**src/rtl/des_fp_out.sv**
```systemverilog
// DES output stage: pre-output swap, final permutation (IP^-1), 8-byte MSB-first stream.
// Optional self-check (IP applied to the held block) is enabled by DES_FP_SELFCHECK_EN.
module des_fp_out #(
  parameter bit LR_SWAP = 1'b1
) (
  input  logic        clk,
  input  logic        rst,
  input  logic        in_valid,
  output logic        in_ready,
  input  logic [31:0] in_l,
  input  logic [31:0] in_r,
  output logic        out_valid,
  input  logic        out_ready,
  output logic [7:0]  out_byte,
  output logic        out_last,
  output logic        busy
`ifdef DES_FP_SELFCHECK_EN
  ,
  output logic        check_err
`endif
);

  // Output DES position k (1-based, table entry k-1) takes pre-output position FP_TAB[k-1].
  localparam logic [6:0] FP_TAB [0:63] = '{
    7'd40, 7'd8, 7'd48, 7'd16, 7'd56, 7'd24, 7'd64, 7'd32,
    7'd39, 7'd7, 7'd47, 7'd15, 7'd55, 7'd23, 7'd63, 7'd31,
    7'd38, 7'd6, 7'd46, 7'd14, 7'd54, 7'd22, 7'd62, 7'd30,
    7'd37, 7'd5, 7'd45, 7'd13, 7'd53, 7'd21, 7'd61, 7'd29,
    7'd36, 7'd4, 7'd44, 7'd12, 7'd52, 7'd20, 7'd60, 7'd28,
    7'd35, 7'd3, 7'd43, 7'd11, 7'd51, 7'd19, 7'd59, 7'd27,
    7'd34, 7'd2, 7'd42, 7'd10, 7'd50, 7'd18, 7'd58, 7'd26,
    7'd33, 7'd1, 7'd41, 7'd9,  7'd49, 7'd17, 7'd57, 7'd25
  };

  function automatic logic [63:0] fp_perm(input logic [63:0] p);
    logic [63:0] f;
    logic [6:0]  src;
    f = 64'h0;
    for (int k = 0; k < 64; k++) begin
      src = 7'd64 - FP_TAB[k];
      f[63-k] = p[src[5:0]];
    end
    return f;
  endfunction

  function automatic logic [7:0] byte_sel(input logic [63:0] f, input logic [2:0] idx);
    logic [7:0] b;
    case (idx)
      3'd0:    b = f[63:56];
      3'd1:    b = f[55:48];
      3'd2:    b = f[47:40];
      3'd3:    b = f[39:32];
      3'd4:    b = f[31:24];
      3'd5:    b = f[23:16];
      3'd6:    b = f[15:8];
      default: b = f[7:0];
    endcase
    return b;
  endfunction

  typedef enum logic {
    IDLE = 1'b0,
    SEND = 1'b1
  } state_t;

  state_t      state_r;
  logic [2:0]  cnt_r;
  logic [63:0] f_r;
  logic        out_valid_r;
  logic [7:0]  out_byte_r;
  logic        out_last_r;
  logic        busy_r;
  logic        in_ready_s;
  logic        accept_s;
  logic [63:0] pre_s;
  logic [63:0] fp_s;

  assign pre_s    = LR_SWAP ? {in_r, in_l} : {in_l, in_r};
  assign fp_s     = fp_perm(pre_s);
  assign accept_s = in_valid && in_ready_s;

  // Ready: always in IDLE, otherwise only when the last byte leaves this cycle.
  always_comb begin
    in_ready_s = 1'b0;
    case (state_r)
      IDLE:    in_ready_s = 1'b1;
      SEND:    in_ready_s = (cnt_r == 3'd7) && out_ready;
      default: in_ready_s = 1'b0;
    endcase
  end

  // Handshake FSM, byte counter, held block and registered stream outputs.
  always_ff @(posedge clk) begin
    if (rst) begin
      state_r     <= IDLE;
      cnt_r       <= 3'd0;
      f_r         <= 64'h0;
      out_valid_r <= 1'b0;
      out_byte_r  <= 8'h00;
      out_last_r  <= 1'b0;
      busy_r      <= 1'b0;
    end else if (accept_s) begin
      state_r     <= SEND;
      cnt_r       <= 3'd0;
      f_r         <= fp_s;
      out_valid_r <= 1'b1;
      out_byte_r  <= fp_s[63:56];
      out_last_r  <= 1'b0;
      busy_r      <= 1'b1;
    end else if ((state_r == SEND) && out_ready) begin
      if (cnt_r != 3'd7) begin
        cnt_r      <= cnt_r + 3'd1;
        out_byte_r <= byte_sel(f_r, cnt_r + 3'd1);
        out_last_r <= (cnt_r == 3'd6);
      end else begin
        state_r     <= IDLE;
        cnt_r       <= 3'd0;
        out_valid_r <= 1'b0;
        out_byte_r  <= 8'h00;
        out_last_r  <= 1'b0;
        busy_r      <= 1'b0;
      end
    end
  end

  assign in_ready  = in_ready_s;
  assign out_valid = out_valid_r;
  assign out_byte  = out_byte_r;
  assign out_last  = out_last_r;
  assign busy      = busy_r;

`ifdef DES_FP_SELFCHECK_EN
  function automatic logic [63:0] ip_perm(input logic [63:0] f);
    logic [63:0] p;
    logic [6:0]  dst;
    p = 64'h0;
    for (int k = 0; k < 64; k++) begin
      dst = 7'd64 - FP_TAB[k];
      p[dst[5:0]] = f[63-k];
    end
    return p;
  endfunction

  logic [63:0] p_r;
  logic        check_err_r;

  // The held block is re-checked every SEND cycle, so a later upset of F is also caught.
  always_ff @(posedge clk) begin
    if (rst) begin
      p_r         <= 64'h0;
      check_err_r <= 1'b0;
    end else begin
      if (accept_s) begin
        p_r <= pre_s;
      end
      if ((state_r == SEND) && (ip_perm(f_r) != p_r)) begin
        check_err_r <= 1'b1;
      end
    end
  end

  assign check_err = check_err_r;
`endif

endmodule

```
**config.mk**
```make
export PLATFORM = sky130hd
export DESIGN_NAME = des_fp_out
export DESIGN_NICKNAME = d
export VERILOG_FILES = /design/src/rtl/des_fp_out.sv
export SDC_FILE = /design/constraint.sdc
export NUM_CORES = 1
export LEC_CHECK = 0
export ABC_AREA = 1
export CAP_MARGIN = 20
export CORE_MARGIN = 4
export CORE_UTILIZATION = 50
export CTS_BUF_LIST = sky130_fd_sc_hd__clkbuf_16
export CTS_CLUSTER_DIAMETER = 40
export DETAILED_ROUTE_END_ITERATION = 12
export HOLD_SLACK_MARGIN = 0.15
export PLACE_DENSITY = 0.8
export SLEW_MARGIN = 5
export SYNTH_ARGS = -nofsm -noshare
export SYNTH_HDL_FRONTEND = slang
export SYNTH_SLANG_ARGS = --single-unit
export TNS_END_PERCENT = 100
```
**constraint.sdc**
```tcl
create_clock -name clk -period 2.6 [get_ports clk]
set_input_delay 0.26 -clock clk [delete_from_list [all_inputs] [get_ports clk]]
set_output_delay 0.26 -clock clk [all_outputs]
set_load 0.005 [all_outputs]
```
== After elaboration in Yosys (flattened, before gate mapping) ==
Cells that the tools add are included.
W data, S select, Z words.

* Output and inout port bits: 12
* Bits of input ports: 68
* Register bits after elaboration: 77

* Eq/ne operators: 10
* Add/subtract/negate cells: 1
* Reduce and logical (&&, ||, !) cells: 7
* Bitwise gates (word level): 1
* Multiplexer cells: 10

{| class="wikitable"
|+ Operators by type and width
! kind !! number
|-
| $pmux W8 S7 || 1
|-
| $mux W8 || 3
|-
| $eq A3 B3 Y1 const B || 5
|-
| $eq A3 B2 Y1 const B || 2
|-
| $mux W1 || 4
|-
| $add A3 B1 Y3 const B || 1
|-
| $eq A3 B1 Y1 const B || 1
|-
| $logic_and A1 B1 Y1 || 3
|-
| $logic_not A3 Y1 || 1
|-
| $mux W3 || 1
|-
| $ne A3 B3 Y1 const B || 1
|-
| $ne A2 B2 Y1 const B || 1
|-
| $pmux W1 S2 || 1
|-
| $reduce_and A2 Y1 || 1
|-
| $reduce_bool A2 Y1 || 1
|-
| $reduce_or A2 Y1 || 1
|-
| $not A1 Y1 || 1
|}

== Logic depth before layout (Yosys ltp) ==
Gate-level depths: netlist of the first run.

* Depth after elaboration: 6
* Gate-level depth with buffers: 12
* Mapped depth without buffers: 10

== Worst setup path before layout of the first run ==
OpenSTA, ideal clock, no wires.

* Path kind: reg-to-reg
* Start: register cnt_r[0]
* End: register out_byte_r[5] (netlist: out_byte[5])
* Required time: 2,481 ps
* Slack: 918 ps
* Buffers on the path: 2
* Data arrival time: 1,563 ps
* Cell stages (with the launch flop): 12
* Clock period less this slack: 1,682 ps
* Cells stage by stage: dfxtp_1 > ha_1 > ha_1 > buf_4 > inv_4 > nand2_4 > nand3b_4 > buf_4 > nor2_1 > nor2_1 > nand2_1 > a21oi_1

* Word-level cells in the longest chain between the ends: 6
* Elaborated cells on any way between the ends: 18

{| class="wikitable"
|+ Ends and longest elaborated chain
! element !! RTL line !! text
|-
| start, declared || 67 || <nowiki>logic [2:0] cnt_r;</nowiki>
|-
| start signal, assigned || 112 || <nowiki>cnt_r <= cnt_r + 3'd1;</nowiki>
|-
| $add A3 B1 Y3 || 113 || <nowiki>out_byte_r <= byte_sel(f_r, cnt_r + 3'd1);</nowiki>
|-
| $eq A3 B3 Y1, or another cell as far along || 48 || <nowiki>case (idx)</nowiki>
|-
| $pmux W8 S7 || 48 ||
|-
| $mux W8 || 111 || <nowiki>if (cnt_r != 3'd7) begin</nowiki>
|-
| $mux W8 || 110 || <nowiki>end else if ((state_r == SEND) && out_ready) begin</nowiki>
|-
| $mux W8 || 102 || <nowiki>end else if (accept_s) begin</nowiki>
|-
| end signal, assigned || 107 || <nowiki>out_byte_r <= fp_s[63:56];</nowiki>
|-
| end signal, assigned || 113 ||
|-
| end, declared || 70 || <nowiki>logic [7:0] out_byte_r;</nowiki>
|}

Several ways; a longest one is shown, not always the timed one. The select of a mux whose other input is x is not followed.
A chain may end at the register's enable or synchronous reset.

== Worst setup path after layout of the first run ==
* Start: register cnt_r[1]
* End: output in_ready

* Word-level cells in the longest chain between the ends: 3

{| class="wikitable"
|+ Ends and longest elaborated chain
! element !! RTL line !! text
|-
| $eq A3 B3 Y1 || 87 || <nowiki>SEND: in_ready_s = (cnt_r == 3'd7) && out_ready;</nowiki>
|-
| $logic_and A1 B1 Y1 || 87 ||
|-
| $pmux W1 S2 || 85 || <nowiki>case (state_r)</nowiki>
|-
| end, declared || 9 || <nowiki>output logic in_ready,</nowiki>
|}

Every way passes these cells.

==> reports/results.ini, run 1 <==
[outcome]
status = finished, final reports clean

[clocking]
clock_path_buffers = 2
insertion_delay_ns = 0.33
htreeDepth = 3
cts_sinks = 77
cts_tree = done
numCtsBuffers = 9
clk_pin_slew_ns = 0.05
cts_resized = 0
ctsHoldBuffers = 0
post_cts_buffers = 0
root_buffer = clkbuf_16

[cells_and_area]
fillers = 586
register_area_um2 = 1540
final_nets = 635
multi_input_area_um2 = 1670
drive_gt1_frac = 0.0565
area_growth_syn_to_layout_pct = 29.7
final_cell_count_no_fill = 662
antenna_cells = 0

[sta]
slew_headroom = 0.568
tns_ns = 0
timing.fmax_mhz = 493
worst_pin_slew_ns = 0.649
slew_violations = 0
finalSetupViolations = 0
timing.final.crit_period_ns = 2.03
post-route-period-util = 0.781
hold_viol_final = 0
rsz0062_at_grt = false
skew_ns = 0.00383

[yosys]
syn_nets = 576
syn-cell-area_um2 = 3530
synth.distinct_cells = 21
synth_xor_area_frac = 0
synthSimpleGateAreaFrac = 0.315
synth_fa_ha_area_frac = 0.0213
avgSynthCellArea_um2 = 7.03
synthTopCellsByArea = dfxtp_1 44%, nor2_1 15%, o21ai_0 9.1%, nand3_1 8.2%, nand2_1 6.7%
yosys_warnings = 0
synth_top_family_by_area = simple AND/OR/NAND/NOR gates
ys_seq_elements = 77
synthMuxAreaShare = 0
yosysTopAreaCellShare = 0.437
syn_inst = 502
seq_area_frac_synth = 0.437
yosysTopAreaCell = dfxtp_1
synth_compound_area_frac = 0.138

[grt]
use_met2 = 0.360
top_usage_layer = met2
grt_pass1_wl_mm = 14.7
grtUsageMet3 = 0.0640
grt_usage = 0.217
grt_max_degree = 74
use_met1 = 0.271
overflow = 0
grt_pass1_vias = 3177
antenna_found_initial = 0

[place]
dpl.cell_count = 646
dp_hpwl_mm = 6.28
routabilityCongestion = 0.794
place.port_buffers = 79

[drt]
drt_drc_violations_left = 0
vias = 3388
drtPass1Iterations = 4
wl_mm = 9.02
drt_iter0_markers = 188
wire_per_inst_um = 13.6
ant_nets = 0
vias_per_cell = 5.12

[power]
p_leak_nw = 1.96
powerDensity_nw_per_um2 = 657
peakVddDrop_mv = 0.521

[floorplan]
die-area_um2 = 8460
start_util = 0.516
fp-row-count = 30
die_h_um = 92.0
coreArea_um2 = 6830
io_pins = 80
die_w_um = 92.0

[critical_path]
cp-end-kind = output port
crit_fanout = 5
crit_arrival_ns = 1.77
cp.required_ns = 2.34
worst-setup-path-type = flip-flop to output port
start_kind = flip-flop

[run]
maxCapViolCount = 0

[worst_hold_path]
hp-class = flip-flop to flip-flop

cell usage after synthesis:
master    instances
nand3_1          58
o21ai_0          64
nand2_4           1
inv_1            21
buf_4             4
dfxtp_1          77
buf_6             7
nand2_1          63
clkbuf_2          1
inv_4             1
or2_2             1
ha_1              6
clkbuf_1         10
buf_2            14
a21oi_2           5
a32oi_1           1
clkinv_2          1
nor2_1          139
nand2_2           4
a21oi_1          23
nand3b_4          1
per-layer routing:
metal  wire, µm  vias up
li1           -     1739
met4        140        0
met2       4450      113
met3        627       14
met1       3810     1522
met5          0        -
critical path: stages, from the launching register on:
cell and delay (ns):
dfxtp_1 0.41, ha_1 0.19, ha_1 0.18, nand2_1 0.07, nand2_2 0.08, clkdlybuf4s50_1 0.51
per-stage QoR:
stage / setup slack, ns / hold slack [ns] / power [mW] / util / cell area (µm²)
4_1_cts: 0.572 / 0.460 / 3.02 / 0.669 / 4570
6_report: 0.571 / 0.459 / 3.00 / 0.669 / 4570
2_1_floorplan: 0.918 / 0.407 / 1.57 / - / 3530
5_1_grt: 0.443 / 0.484 / 3.12 / 0.669 / 4570
3_3_place_gp: 0.674 / 0.439 / 1.73 / 0.625 / 4270
3_5_place_dp: 0.624 / 0.452 / 1.75 / 0.625 / 4270
layout by cell type, fill, tap and decap left out, drive strengths merged, types with 6 or more instances in the layout:
cell type / count
nand3: 58
nand2: 68
a21oi: 28
ha: 6
nor2: 139
o21ai: 64
dfxtp: 77
inv: 23
clkbuf: 9
clkdlybuf4s50: 79
area by class of cell:
class / instances / area share
Timing Repair Buffer: 84 / 0.184
Multi-Input combinational cell: 366 / 0.366
Clock inverter: 7 / 0.0178
Clock buffer: 9 / 0.0492
Tap cell: 96 / 0.0263
Inverter: 23 / 0.0197
Sequential cell: 77 / 0.337
sequential cells by signal, summed over array words and instances (netlist names):
signal and flops:
cnt_r 3, busy 1, out_last 1, out_byte 8, f_r 64
cell families after synthesis:
logic type | count (synthesis)
buffers and inverters | 59
AOI/OAI and AO/OA | 93
DFF | 77
and+or+nand+nor | 267
adders and majority gates | 6
power by group:
part | switching [mW] | internal [mW]
Combinational | 0.204 | 0.204
Sequential | 0.0479 | 1.27
Clock | 0.452 | 0.826
worst paths after layout:
| kind | cells after the start | slack [ns] | end | start |
|---|---|---|---|---|
| worst min register to register | 2 | 0.46 | f_r[34]$_SDFFE_PP0P_ | f_r[34]$_SDFFE_PP0P_ |
| worst max register to register | 9 | 0.60 | out_byte[6]$_SDFFE_PP0P_ | cnt_r[0]$_SDFFE_PP0P_ |
| worst min-delay path | 2 | 0.46 | f_r[34]$_SDFFE_PP0P_ | f_r[34]$_SDFFE_PP0P_ |
| worst max-delay path | 5 | 0.57 | in_ready | cnt_r[1]$_SDFFE_PP0P_ |
No activity file was read; power rests on OpenSTA's default activity.
==> run 2: changes to the inputs <==
--- a/config.mk
+++ b/config.mk
@@ -8,12 +8,12 @@
 export ABC_AREA = 1
 export CAP_MARGIN = 20
 export CORE_MARGIN = 4
-export CORE_UTILIZATION = 50
+export CORE_UTILIZATION = 45
 export CTS_BUF_LIST = sky130_fd_sc_hd__clkbuf_16
 export CTS_CLUSTER_DIAMETER = 40
 export DETAILED_ROUTE_END_ITERATION = 12
 export HOLD_SLACK_MARGIN = 0.15
-export PLACE_DENSITY = 0.8
+export PLACE_DENSITY = 0.76
 export SLEW_MARGIN = 5
 export SYNTH_ARGS = -nofsm -noshare
 export SYNTH_HDL_FRONTEND = slang
==> constraint.sdc (replaced) <==
create_clock -name clk -period 1.72 [get_ports clk]
set_input_delay 0.172 -clock clk [delete_from_list [all_inputs] [get_ports clk]]
set_output_delay 0.172 -clock clk [all_outputs]
set_load 0.005 [all_outputs]
==> reports/results.ini, run 2 (same netlist as run 1, synthesis figures left out) <==
[cells_and_area]
multi_input_area_um2 = 1720
largest_reg_flops = 64
fillers = 704
fin_util = 0.618
final_common_cell = nor2_1
final_nets = 651
final_cell_count_no_fill = 684
antenna_cells = 0
design_area_um2 = 4750
drive_gt1_frac = 0.103
final_cell_mix = 134 x nor2_1, 78 x clkdlybuf4s50_1, 77 x dfxtp_1, 64 x o21ai_0, 62 x nand2_1
area_growth_syn_to_layout_pct = 34.7
largest_register = f_r
register_area_um2 = 1540

[place]
dpl_cell_area_um2 = 4440
routabilityCongestion = 0.927
dpl.cell_count = 667
place.port_buffers = 79
dp_hpwl_mm = 6.77

[worst_hold_path]
worst_hold_path.endpoint = f_r[56]$_SDFFE_PP0P_
whs_path_depth = 3
min_from = in_r[0]
hp-class = input pin to flip-flop

[power]
p_seq_frac = 0.460
clkPwrFrac = 0.390
internal-power_mw = 3.22
switching_share = 0.259
p_sw_mw = 1.12
p_leak_nw = 2.02
powerDensity_nw_per_um2 = 914
peakVddDrop_mv = 0.540
power_frac_comb = 0.150

[clocking]
numCtsBuffers = 9
post_cts_buffers = 0
ctsHoldBuffers = 0
cts_tree = done
cts_sinks = 77
clock_path_buffers = 2
htreeDepth = 3
clk_pin_slew_ns = 0.06
root_buffer = clkbuf_16
insertion_delay_ns = 0.34

[grt]
grt_usage = 0.209
grt_pass1_wl_mm = 15.0
antenna_found_initial = 0
grt_pass1_vias = 3257
overflow = 0
grtUsageMet3 = 0.0333
top_usage_layer = met2
grt_max_degree = 74
use_met1 = 0.250
use_met2 = 0.366

[floorplan]
coreArea_um2 = 7690
start_util = 0.459
die-area_um2 = 9320
die_w_um = 96.5
die_h_um = 96.5
io_pins = 80
fp-row-count = 32

[drt]
ant_nets = 0
drtPass1Iterations = 5
vias = 3478
drt_drc_violations_left = 0
wire_per_inst_um = 13.7
wl_mm = 9.40
vias_per_cell = 5.08
drt_iter0_markers = 233

[sta]
skew_ns = 0.00559
tns_ns = 0
timing.final.crit_period_ns = 1.64
post-route-period-util = 0.951
timing.fmax_mhz = 611
worst_pin_slew_ns = 0.309
hold_viol_final = 0
slew_violations = 0
finalSetupViolations = 0
slew_headroom = 0.793

[critical_path]
ff2ff_path_depth = 10
cp.required_ns = 1.95
r2r-end = out_byte[4]$_SDFFE_PP0P_
reg2reg_slack_ns = 0.08
worst-setup-path-type = flip-flop to flip-flop
r2r-start = cnt_r[0]$_SDFFE_PP0P_
cp-end-kind = flip-flop
crit_fanout = 11
start_kind = flip-flop
crit_arrival_ns = 1.86

[run]
maxCapViolCount = 0

[outcome]
status = finished, final reports clean

## run 2: how the worst max path moves through the flow
stage / from / end / slack, ns / cells after the start
floorplan: cnt_r[0]$_SDFFE_PP0P_ / out_byte[5]$_SDFFE_PP0P_ / 0.04 / 11
global placement: cnt_r[0]$_SDFFE_PP0P_ / out_byte[4]$_SDFFE_PP0P_ / -0.006 / 10
detailed placement: cnt_r[0]$_SDFFE_PP0P_ / f_r[51]$_SDFFE_PP0P_ / -0.04 / 9
CTS: cnt_r[0]$_SDFFE_PP0P_ / out_byte[5]$_SDFFE_PP0P_ / 0.006 / 10
global route: cnt_r[0]$_SDFFE_PP0P_ / out_byte[4]$_SDFFE_PP0P_ / -0.02 / 10
finish: cnt_r[0]$_SDFFE_PP0P_ / out_byte[4]$_SDFFE_PP0P_ / 0.08 / 10
## run 2: metrics by stage
stage	hold slack (ns)	worst slack [ns]	total power [mW]
after floorplan	0.319	0.0376	2.37
after CTS	0.432	0.00639	4.36
after global routing	0.451	-0.0172	4.53
after detailed placement	0.452	-0.0448	2.67
final	0.439	0.0839	4.34
after global placement	0.448	-0.00568	2.66
## run 2: critical path, stage by stage, from the launching register on
cell,delay [ns]
dfxtp_1,0.31
ha_2,0.19
ha_4,0.29
inv_4,0.07
buf_12,0.14
nand3_1,0.06
nand2_1,0.06
nor2_1,0.15
nand3_1,0.10
nand2_1,0.09
a21oi_2,0.05
## run 2: layer usage
metal,share of wire,vias up
li1,-,1776
met1,0.43,1584
met2,0.50,97
met3,0.049,21
met4,0.025,0
met5,0,-
## run 2: power by group through the flow
stage	sequential, mW	combinational, mW	clock, mW
final	2.00	0.650	1.69
after global placement	2.03	0.624	0
after CTS	2.00	0.645	1.72
after global routing	2.01	0.726	1.79
after floorplan	2.01	0.360	0
after detailed placement	2.04	0.638	0
## run 2: final cells by class
class / instances / area share
Tap cell: 102 / 0.0269
Timing Repair Buffer: 99 / 0.211
Sequential cell: 77 / 0.324
Inverter: 23 / 0.0198
Clock buffer: 9 / 0.0474
Clock inverter: 7 / 0.00895
Multi-Input combinational cell: 367 / 0.362
## run 2: what timing repair did
action,in CTS,in global routing
gates resized for setup,3,9
cloned,0,1
endpoints found under the setup margin,50,11
endpoints found under the hold margin,0,0
